==> src/rtl/fetch_unit_pkg.sv <==
// fetch_unit_pkg
//   Types shared by the instruction fetch stage and its response FIFO.
//   - instruction_s : one instruction word as stored in instr_mem
//   - fetch_state_e : fetch controller states
//   - FIFO_DEPTH    : number of fetched instructions that can be buffered
package fetch_unit_pkg;

  localparam int unsigned FIFO_DEPTH = 2;

  typedef struct packed {
    logic [7:0]  opcode;
    logic [23:0] operand;
  } instruction_s;

  typedef enum logic [1:0] {
    IDLE = 2'd0,
    LOAD = 2'd1,
    RUN  = 2'd2
  } fetch_state_e;

endpackage

==> src/rtl/fetch_unit_fifo.sv <==
// fetch_fifo
//   Two-entry FIFO of {instruction, pc} between the instruction memory
//   response and decode. The head is read straight out of the storage
//   registers, so the outputs are registered and hold still while nothing
//   is dequeued.
// Ports
//   clk           clock
//   reset_n_i     synchronous active-low reset (empties, zeroes storage)
//   enq_i         push {enq_instr_i, enq_pc_i}
//   deq_i         pop head (ignored when empty)
//   flush_i       discard all entries; wins over enq/deq
//   v_o           head entry valid
//   head_instr_o  head instruction
//   head_pc_o     head pc
//   count_o       occupancy, 0..2
module fetch_fifo
  import fetch_unit_pkg::*;
#(
  parameter int addr_width_p = 10
) (
  input  logic                    clk,
  input  logic                    reset_n_i,
  input  logic                    enq_i,
  input  instruction_s            enq_instr_i,
  input  logic [addr_width_p-1:0] enq_pc_i,
  input  logic                    deq_i,
  input  logic                    flush_i,
  output logic                    v_o,
  output instruction_s            head_instr_o,
  output logic [addr_width_p-1:0] head_pc_o,
  output logic [1:0]              count_o
);

  instruction_s            instr_q [FIFO_DEPTH];
  instruction_s            instr_d [FIFO_DEPTH];
  logic [addr_width_p-1:0] pc_q    [FIFO_DEPTH];
  logic [addr_width_p-1:0] pc_d    [FIFO_DEPTH];
  logic                    wr_ptr_q, wr_ptr_d;
  logic                    rd_ptr_q, rd_ptr_d;
  logic [1:0]              count_q, count_d;
  logic                    deq_ok;

  assign deq_ok = deq_i && (count_q != 2'd0);

  always_comb begin
    instr_d  = instr_q;
    pc_d     = pc_q;
    wr_ptr_d = wr_ptr_q;
    rd_ptr_d = rd_ptr_q;
    count_d  = count_q;
    if (flush_i) begin
      wr_ptr_d = 1'b0;
      rd_ptr_d = 1'b0;
      count_d  = 2'd0;
    end else begin
      if (enq_i) begin
        instr_d[wr_ptr_q] = enq_instr_i;
        pc_d[wr_ptr_q]    = enq_pc_i;
        wr_ptr_d          = ~wr_ptr_q;
      end
      if (deq_ok) begin
        rd_ptr_d = ~rd_ptr_q;
      end
      case ({enq_i, deq_ok})
        2'b10:   count_d = count_q + 2'd1;
        2'b01:   count_d = count_q - 2'd1;
        default: count_d = count_q;
      endcase
    end
  end

  always_ff @(posedge clk) begin
    if (!reset_n_i) begin
      for (int i = 0; i < FIFO_DEPTH; i++) begin
        instr_q[i] <= '0;
        pc_q[i]    <= '0;
      end
      wr_ptr_q <= 1'b0;
      rd_ptr_q <= 1'b0;
      count_q  <= 2'd0;
    end else begin
      instr_q  <= instr_d;
      pc_q     <= pc_d;
      wr_ptr_q <= wr_ptr_d;
      rd_ptr_q <= rd_ptr_d;
      count_q  <= count_d;
    end
  end

  assign v_o          = (count_q != 2'd0);
  assign head_instr_o = instr_q[rd_ptr_q];
  assign head_pc_o    = pc_q[rd_ptr_q];
  assign count_o      = count_q;

  // The issue rule upstream keeps reads in flight plus buffered entries
  // within capacity, so a push into a full FIFO means that rule broke.
  enq_not_full_a: assert property (
    @(posedge clk) disable iff (!reset_n_i)
    !(enq_i && !flush_i && (count_q == 2'd2))
  );

endmodule

==> src/rtl/fetch_unit.sv <==
// fetch_unit
//   Instruction fetch stage in front of the synchronous instr_mem. Owns the
//   pc, drives the memory port (program load writes or fetch reads), hides
//   the one-cycle read latency and presents {instruction, pc} to decode
//   through a valid/ready handshake.
// Ports
//   clk             clock
//   reset_n_i       synchronous active-low reset
//   start_i         IDLE: start fetching at pc 0
//   load_en_i       program-load mode request (beats start and redirect)
//   load_addr_i     load write address
//   load_instr_i    load write data
//   redirect_v_i    RUN: redirect strobe
//   redirect_pc_i   redirect target
//   imem_addr_o     memory address        (combinational)
//   imem_wen_o      memory write enable   (combinational)
//   imem_instr_o    memory write data     (combinational)
//   imem_instr_i    memory read data, one cycle after the address
//   instr_v_o       instruction valid to decode
//   instr_o         instruction to decode
//   instr_pc_o      pc of instr_o
//   instr_ready_i   decode accepts when high together with instr_v_o
module fetch_unit
  import fetch_unit_pkg::*;
#(
  parameter int addr_width_p = 10
) (
  input  logic                    clk,
  input  logic                    reset_n_i,
  input  logic                    start_i,
  input  logic                    load_en_i,
  input  logic [addr_width_p-1:0] load_addr_i,
  input  instruction_s            load_instr_i,
  input  logic                    redirect_v_i,
  input  logic [addr_width_p-1:0] redirect_pc_i,
  output logic [addr_width_p-1:0] imem_addr_o,
  output logic                    imem_wen_o,
  output instruction_s            imem_instr_o,
  input  instruction_s            imem_instr_i,
  output logic                    instr_v_o,
  output instruction_s            instr_o,
  output logic [addr_width_p-1:0] instr_pc_o,
  input  logic                    instr_ready_i
);

  fetch_state_e            state_q, state_d;
  logic [addr_width_p-1:0] pc_q, pc_d;
  logic                    inflight_q, inflight_d;
  logic [addr_width_p-1:0] inflight_pc_q, inflight_pc_d;

  logic       fifo_v;
  logic [1:0] fifo_count;
  logic       flush;
  logic       enq;
  logic       deq;
  logic [2:0] demand;
  logic       issue_ok;

  // A redirect or load request in RUN throws away everything buffered; the
  // head is hidden in that same cycle so decode cannot take a stale entry.
  assign flush     = (state_q == RUN) && (load_en_i || redirect_v_i);
  assign instr_v_o = fifo_v && !flush;
  assign deq       = instr_v_o && instr_ready_i;

  // Buffered + in flight - leaving this cycle must stay under capacity
  // after the new read lands.
  assign demand   = {1'b0, fifo_count} + {2'b00, inflight_q};
  assign issue_ok = demand < (3'd2 + {2'b00, deq});

  always_comb begin
    state_d       = state_q;
    pc_d          = pc_q;
    inflight_d    = inflight_q;
    inflight_pc_d = inflight_pc_q;
    imem_addr_o   = pc_q;
    imem_wen_o    = 1'b0;
    imem_instr_o  = '0;
    enq           = 1'b0;
    case (state_q)
      IDLE: begin
        if (load_en_i) begin
          state_d = LOAD;
        end else if (start_i) begin
          state_d = RUN;
          pc_d    = '0;
        end
      end
      LOAD: begin
        if (load_en_i) begin
          imem_addr_o  = load_addr_i;
          imem_wen_o   = 1'b1;
          imem_instr_o = load_instr_i;
        end else begin
          state_d = IDLE;
        end
      end
      RUN: begin
        if (load_en_i) begin
          state_d    = LOAD;
          inflight_d = 1'b0;
        end else if (redirect_v_i) begin
          // Target read goes out now; the pending response is dropped.
          imem_addr_o   = redirect_pc_i;
          inflight_d    = 1'b1;
          inflight_pc_d = redirect_pc_i;
          pc_d          = redirect_pc_i + 1'b1;
        end else begin
          enq = inflight_q;
          if (issue_ok) begin
            inflight_d    = 1'b1;
            inflight_pc_d = pc_q;
            pc_d          = pc_q + 1'b1;
          end else begin
            inflight_d = 1'b0;
          end
        end
      end
      default: begin
        state_d = IDLE;
      end
    endcase
  end

  always_ff @(posedge clk) begin
    if (!reset_n_i) begin
      state_q       <= IDLE;
      pc_q          <= '0;
      inflight_q    <= 1'b0;
      inflight_pc_q <= '0;
    end else begin
      state_q       <= state_d;
      pc_q          <= pc_d;
      inflight_q    <= inflight_d;
      inflight_pc_q <= inflight_pc_d;
    end
  end

  fetch_fifo #(
    .addr_width_p(addr_width_p)
  ) u_fifo (
    .clk          (clk),
    .reset_n_i    (reset_n_i),
    .enq_i        (enq),
    .enq_instr_i  (imem_instr_i),
    .enq_pc_i     (inflight_pc_q),
    .deq_i        (deq),
    .flush_i      (flush),
    .v_o          (fifo_v),
    .head_instr_o (instr_o),
    .head_pc_o    (instr_pc_o),
    .count_o      (fifo_count)
  );

endmodule

==> config.mk <==
export PLATFORM = sky130hd
export DESIGN_NAME = fetch_unit
export DESIGN_NICKNAME = d
export VERILOG_FILES = /design/src/rtl/fetch_unit_pkg.sv /design/src/rtl/fetch_unit_fifo.sv /design/src/rtl/fetch_unit.sv
export SDC_FILE = /design/constraint.sdc
export NUM_CORES = 1
export LEC_CHECK = 0
export CAP_MARGIN = 0
export CORE_ASPECT_RATIO = 0.9
export CORE_MARGIN = 2
export CORE_UTILIZATION = 40
export DETAILED_ROUTE_END_ITERATION = 8
export GPL_TIMING_DRIVEN = 0
export PLACE_DENSITY = 0.75
export SKIP_CTS_REPAIR_TIMING = 1
export SYNTH_ARGS = -nofsm -noshare
export SYNTH_HDL_FRONTEND = slang
export SYNTH_SLANG_ARGS = --single-unit
==> constraint.sdc <==
create_clock -name clk -period 4.6 [get_ports clk]
set_input_delay 0.69 -clock clk [delete_from_list [all_inputs] [get_ports clk]]
set_output_delay 0.69 -clock clk [all_outputs]
set_load 0.05 [all_outputs]
After elaboration in Yosys (flattened, before gate mapping)
Index checks and enable logic that the tools add are counted.
{"block": "word_totals", "wordCells": 98, "ff_bits": 111, "inputBits": 90, "output_inout_bits": 86}
{"block": "classes", "mux": 40, "eq_ne": 11, "n_reduce_logical": 17, "n_lt_le_gt_ge": 4, "add_sub_neg": 6, "bitwise": 7}
{"operator": "two-way mux 32 bit", "n": 6}
{"operator": "two-way mux 10 bit", "n": 14}
{"operator": "bitwise mux 64 bit", "n": 1}
{"operator": "case mux 10 bit (2 select lines)", "n": 2}
{"operator": "demux 32 bit (select 1 bit)", "n": 1}
{"operator": "adder 10 x 1 -> 10 bit, second input constant", "n": 2}
{"operator": "bitwise mux 20 bit", "n": 1}
{"operator": "demux 10 bit (select 1 bit)", "n": 1}
{"operator": "inequality test 2 bit, second input constant", "n": 5}
{"operator": "two-way mux 1 bit", "n": 8}
{"operator": "two-way mux 2 bit", "n": 4}
{"operator": "nonzero test 2 bit", "n": 4}
{"operator": "inequality test 3 bit, second input constant", "n": 2}
{"operator": "case mux 2 bit (3 select lines)", "n": 1}
{"operator": "AND reduction 3 bit", "n": 2}
{"operator": "logical AND 1 bit", "n": 5}
{"operator": "NOT 1 bit", "n": 5}
{"operator": "AND reduction 5 bit", "n": 1}
{"operator": "== test 2 x 1 -> 1 bit, second input constant", "n": 2}
{"operator": "== test 2 bit, second input constant", "n": 2}
{"operator": ">= comparator 2 bit, second input constant", "n": 2}
{"operator": "NOT 1 -> 2 bit", "n": 2}
{"operator": "case mux 2 bit (2 select lines)", "n": 1}
{"operator": "adder 2 x 1 -> 3 bit", "n": 1}
{"operator": "10 further kinds", "n": 10}

Longest topological paths before layout
{"block": "logic_depth", "word_depth": 11, "depth_mapped": 11, "depth_no_buf": 8}

By module
Synthesis repeated with hierarchy kept, for this count alone.
{"block": "unflattened", "cells_unflattened": 651, "hier_area_um2": 5589.1}
{"module": "fetch_fifo", "n_inst": 1, "cells_per_inst": 433, "seq_area_each_um2": 1761.7, "area_each_um2": 3801.1}
{"module": "fetch_unit", "n_inst": 1, "cells_per_inst": 218, "seq_area_each_um2": 460.4, "area_each_um2": 1788.0}

Worst setup path after synthesis
OpenSTA, ideal clock, no wires.
{"block": "synth_timing", "kind": "input -> output", "startpoint": "in redirect_v_i", "endpoint": "out imem_addr_o[8]", "path_buffers": 4, "stages": 8, "path_slack_ps": 1124, "required_ps": 3910, "arrival_time_ps": 2786, "path_cell_list": "buf_6 > clkbuf_1 > buf_2 > buf_2 > nand2_1 > nor2_1 > a21oi_1 > o21ai_0"}
{"block": "synth_between", "elab_chain_len": 3}
{"element": "start: declaration", "line": "fetch_unit.sv:34", "text": "input logic redirect_v_i,"}
{"element": "two-way mux 10 bit", "line": "fetch_unit.sv:101", "text": "end else if (redirect_v_i) begin"}
{"element": "two-way mux 10 bit", "line": "fetch_unit.sv:98", "text": "if (load_en_i) begin"}
{"element": "case mux 10 bit (2 select lines)", "line": "fetch_unit.sv:79", "text": "case (state_q)"}
{"element": "end: declaration", "line": "fetch_unit.sv:36", "text": "output logic [addr_width_p-1:0] imem_addr_o,"}
Every way passes these cells.

Final worst setup path
{"block": "layout_timing", "startpoint": "in load_en_i", "endpoint": "out imem_addr_o[5]"}
{"block": "layout_between", "elab_chain_len": 2, "word_cells_on_any_way": 3, "cone_classes": "mux: 3"}
{"element": "start: declaration", "line": "fetch_unit.sv:31", "text": "input logic load_en_i,"}
{"element": "two-way mux 10 bit (on tied branches)", "line": "fetch_unit.sv:98, fetch_unit.sv:89"}
{"element": "case mux 10 bit (2 select lines) *", "line": "fetch_unit.sv:79"}
Mark *: on every way between the ends. The rest lies on a longest branch, timed or not.

==> results.sh <==
export IMPL_ys_flop_type="dfxtp_1"
export IMPL_path_clk_slew_ns=0.08
export IMPL_yosys_warnings=0
export IMPL_cts_root_buffer="clkbuf_16"
export IMPL_htreeDepth=3
export IMPL_critPathCaptureType="output port"
export IMPL_syn2layout_area_growth_pct=38.64
export IMPL_post_route_period_util_pct=93.66
export IMPL_worstPathCellList="clkdlybuf4s50_1 > clkbuf_1 > clkbuf_1 > clkbuf_1 > a21oi_1 > a21oi_1 > a21o_1 > clkdlybuf4s50_1"
export IMPL_power_density_mw_per_mm2=259.5
export IMPL_yosys_top_cells_area="dfxtp_1, nand2_1, a21boi_0, mux2_2, and3_1"
export IMPL_rr_worst_depth=9
export IMPL_critical_path_class="in2out"
export IMPL_hp_class="reg2reg"
export IMPL_crit_fanout=10
export IMPL_rsz0062_at_grt="no"
export IMPL_clockBufferDepth=2
export IMPL_die_width_um=131.2
export IMPL_ys_async_sr_fraction_pct=0
export IMPL_postSynthNetCount=810
export IMPL_syn_inst=713
export IMPL_dp_cells=1078
export IMPL_finalPower_w=0.002094
export IMPL_outcome="finished clean"
export IMPL_irDropWorstVdd_mv=0.2321
export IMPL_cts_tree="yes"
export IMPL_clock_skew_ns=0.01006
export IMPL_finalSetupTns_ns=0
export IMPL_tightest_slew_ns=0.7069
export IMPL_finalSetupViolCount=0
export IMPL_num_rows=41
export IMPL_crit_top_cell="clkbuf_1"
export IMPL_vias=5693
export IMPL_antenna_found_initial=0
export IMPL_cp_slowest_cell="clkdlybuf4s50_1"
export IMPL_r2r_end="u_fifo.instr_q[28]"
export IMPL_first_pass_iters=5
export IMPL_die_y_um=118.5
export IMPL_wl_per_cell_um=15.63
export IMPL_drive_gt1_share_pct=7.991
export IMPL_worstPathRequired_ns=3.91
export IMPL_cts_sinks=111
export IMPL_start_kind="primary input"
export IMPL_maxCapViolations=0
export IMPL_leakage_nw=3.074
export IMPL_via_per_inst=5.204
export IMPL_placed_area_mm2=0.007785
export IMPL_yosysTopAreaCellShare_pct=38.17
export IMPL_startpoint="load_en_i"
export IMPL_max_slew_margin_pct=52.51
export IMPL_gp_congestion=0.8934
export IMPL_synth_area_mm2=0.005822
export IMPL_fin_area_mm2=0.008071
export IMPL_cts_made_buffers=9
export IMPL_die_area_mm2=0.01554
export IMPL_clk_latency_ns=0.35
export IMPL_seq_area_frac_synth_pct=38.17
export IMPL_grt_max_degree=21
export IMPL_io_pins=176
export IMPL_core_area_mm2=0.01411
export IMPL_worstSetupEndpoint="imem_addr_o[5]"
export IMPL_grt_usage_pct=21.82
export IMPL_max_freq_mhz=232.1
export IMPL_drt_total_wl_mm=17.10
export IMPL_grt_pass1_wl_mm=27.68
export IMPL_ant_nets=0
export IMPL_synth_seq_cells=111
export IMPL_start_util_pct=41.27
export IMPL_fin_util_pct=57.22
export IMPL_fin_cells=1094
export IMPL_min_period_ns=4.309
export IMPL_synth_top_area_cell="dfxtp_1"
export IMPL_worst_r2r_startpoint="state_q[0]"
export IMPL_arrival_ns=3.62
export IMPL_antenna_cells=0
export IMPL_drc_errors=0
export IMPL_io_buffers=172
export IMPL_cpPeakStageDelay_ns=0.81
export IMPL_slew_violations=0
export IMPL_drt_iter0_drc=420
export IMPL_hp_start="u_fifo.instr_q[4]"
export IMPL_r2r_slack_ns=2.02
export IMPL_finish_net_count=993
export IMPL_grt_overflow=0
export IMPL_hold_viol=0
export IMPL_syn_area_per_cell_um2=8.165
export IMPL_min_path_cells=2
export IMPL_synth_distinct_cells=46
export IMPL_dp_hpwl_mm=12.88
export IMPL_grt_pass1_vias=5340
export IMPL_synth_edf_count=0
## stage by stage
stage               setup slack [ns]  hold slack [ns]
floorplan                      1.124           0.4400
global placement              0.3493           0.4474
detailed placement            0.3578           0.4531
CTS                           0.3427           0.4645
global route                  0.1086           0.4787
finish                        0.2915           0.4620
## worst min-delay path by stage
stage,end
after floorplan,u_fifo.instr_q[0]
after global placement,u_fifo.instr_q[4]
after detailed placement,u_fifo.instr_q[4]
after CTS,u_fifo.instr_q[4]
after global routing,u_fifo.instr_q[16]
final,u_fifo.instr_q[4]
## metal layers
metal	share of wire [%]	vias up	GRT usage (%)
li1	-	2837	-
met1	47	2642	29.84
met2	47	200	35.72
met3	5.6	14	3.990
met4	0.85	0	5.367
met5	0	-	0
## state kept, by name, summed over array words and instances, names as in the netlist
register / flops
inflight_q: 1
state_q: 2
pc_q: 10
u_fifo.wr_ptr_q: 1
u_fifo.rd_ptr_q: 1
u_fifo.pc_q: 20
u_fifo.instr_q: 64
u_fifo.count_o: 2
inflight_pc_q: 10
## where the power goes
part | internal, W | switching (W) | leakage (nW)
combinational | 0.000161 | 0.000197 | 2.04
sequential | 0.000970 | 0.00000938 | 0.895
clock | 0.000379 | 0.000379 | 0.140
## cells in the final DEF (no fill, tap or decap), types with 2 or more instances in the layout
master,instances
a21boi_0,84
a21o_1,6
a21oi_1,19
a222oi_1,4
a22o_1,2
a22oi_1,8
a32o_1,2
and3_1,35
buf_2,9
buf_6,2
clkbuf_1,45
clkbuf_16,9
clkdlybuf4s50_1,172
dfxtp_1,111
ha_1,7
inv_1,18
inv_6,2
inv_8,2
mux2_2,42
mux2i_1,7
nand2_1,194
nand2b_1,4
nand3_1,8
nand4_1,7
nand4b_1,2
nor2_1,13
nor2b_1,11
nor3_1,6
nor4_1,2
o211a_1,11
o211ai_1,5
o21ai_0,15
o22ai_1,8
or3_1,4
xnor2_1,5
xor2_1,3
## kinds of logic after synthesis
logic type                 count (synthesis)  share of synthesized area [%]
AOI/OAI and AO/OA                        175                          22.59
xor gates and xnor gates                   8                          1.204
adders and majority gates                  7                          1.504
buffers and inverters                     74                          5.222
DFF                                      111                          38.17
muxes                                     49                          9.327
and+or+nand+nor                          289                          21.99
## Yosys cell counts (6+ instances only)
cell      count
mux2i_1       7
o21ai_0      15
and3_1       35
nor2_1       13
dfxtp_1     111
inv_1        18
nand2_1     194
nor2b_1      11
nor3_1        6
buf_2         9
mux2_2       42
nand3_1       8
ha_1          7
nand4_1       7
a21o_1        6
a21boi_0     84
clkbuf_1     45
a21oi_1      19
o211a_1      11
a22oi_1       8
o22ai_1       8
## worst max-delay path: cells and delay by family
family / cells / cell delay, ns
buffers and inverters: 5 / 2.53
AOI/OAI and AO/OA: 3 / 0.39
## layout make-up
cell class | instances | area [um2]
fillers | 1302 | 6036
multi-input cells | 528 | 3296
flip-flops and latches | 111 | 2222
repair buffers | 172 | 1722
well taps | 193 | 241.5
plain buffers | 56 | 236.5
clock buffers | 9 | 225.2
inverters | 18 | 67.56
clock inverters | 7 | 61.31
(Power assumes the default switching activity.)
==> RTL change, RTL diff (same flow settings) <==
Set the package constant `FIFO_DEPTH` to 4 (it was 2).
--- a/src/rtl/fetch_unit_pkg.sv
+++ b/src/rtl/fetch_unit_pkg.sv
@@ -5,7 +5,7 @@
 //   - FIFO_DEPTH    : number of fetched instructions that can be buffered
 package fetch_unit_pkg;
 
-  localparam int unsigned FIFO_DEPTH = 2;
+  localparam int unsigned FIFO_DEPTH = 4;
 
   typedef struct packed {
     logic [7:0]  opcode;
Check against the original RTL: same outputs for any inputs over 4 cycles, from zero or initial values and one cycle with reset_n_i low; that may be too few to reach the edited logic, so the function may still have changed.
==> RTL change against the unedited design <==
Final area shrank 3.0%. Fmax grew 11%. Combinational power shrank 18%. Worst setup slack gained 430 ps. Wire length shrank 5.8%. Sequential cell count is the same. First-iteration DRC count shrank 28%. Die area shrank 4.1%. Core utilization grew 0.95 points. Area after synthesis shrank 4.2%. Sequential power shrank 0.6%. Total power shrank 1.4%. Via count shrank 10%. Highest routed layer unchanged.
==> RTL change: results (changes against the unedited design) <==
[drt]
dr.pass1.iters = 4  ; -1
wl_met3_mm = 1.12  ; +17%
drt-met1-wl_mm = 7.12  ; -11%

[place]
routabilityCongestion = 0.861  ; -3.6%
port-buffer-count = 174  ; +1.2%
place_area_mm2 = 0.00753  ; -3.3%

[sta]
finalCritPeriodShare_pct = 84.4  ; -9.3 points
hold_ws_ps = 452  ; -10.2 ps
tightest_slew_ps = 685  ; -21.4 ps

[global_route]
grtUsageMet2_pct = 38.6  ; +2.9 points
met3_usage_pct = 4.39  ; +0.40 points
use_met1_pct = 27.5  ; -2.3 points
grt_pass1_wl_mm = 25.8  ; -6.9%

[worst_setup_path]
rrSetupSlack_ps = 2430  ; +410 ps
cp-endpoint = imem_addr_o[4]
r2r_end = u_fifo.count_o[1]

[yosys]
synthTopCellsByArea = dfxtp_1 40%, nand2_1 13%, a21boi_0 8.9%, mux2_2 8.5%, and3_1 3.7%
muxShareOfSynthArea_pct = 10.5  ; +1.1 points
yosys-top-cells-count = 198 x nand2_1, 111 x dfxtp_1, 66 x a21boi_0
syn_nets = 755  ; -6.8%
synth_cells = 658  ; -7.7%
synth_xor_area_share_pct = 1.73  ; +0.52 points

[power]
leakage_nw = 2.86  ; -7.0%
vdd_drop_max_uv = 186  ; -20%

[outcome]
outcome = completed

[finish]
final_cells = 1016  ; -7.1%

[min_path]
holdPathEnd = u_fifo.instr_q[109]

==> RTL change: cell families after synthesis <==
kind of cell / after synthesis
and+or+nand+nor: 269
DFF: 111
buffers and inverters: 59
AOI/OAI and AO/OA: 148
xor gates and xnor gates: 11
muxes: 53
adders and majority gates: 7
==> RTL change: critical path, stage by stage <==
cell	delay [ps]
clkdlybuf4s50_1	640
clkbuf_1	370
mux2i_1	230
nand2_1	230
a22o_1	320
clkdlybuf4s50_1	700
==> RTL change: layout make-up <==
| cell class | instances | area (µm²) |
|---|---|---|
| clock inverter | 2 | 38.8 |
| tap | 168 | 210 |
| buffer | 50 | 218 |
| inverter | 9 | 33.8 |
| sequential | 111 | 2220 |
| fill | 1217 | 5630 |
| timing repair buffer | 174 | 1740 |
| clock buffer | 14 | 264 |
| multi-input combinational | 488 | 3100 |
==> RTL change: power by group <==
group / leakage (nW) / internal, mW / switching [mW]
registers: 0.895 / 0.967 / 0.00621
logic: 1.82 / 0.137 / 0.154
clock network: 0.147 / 0.455 / 0.346
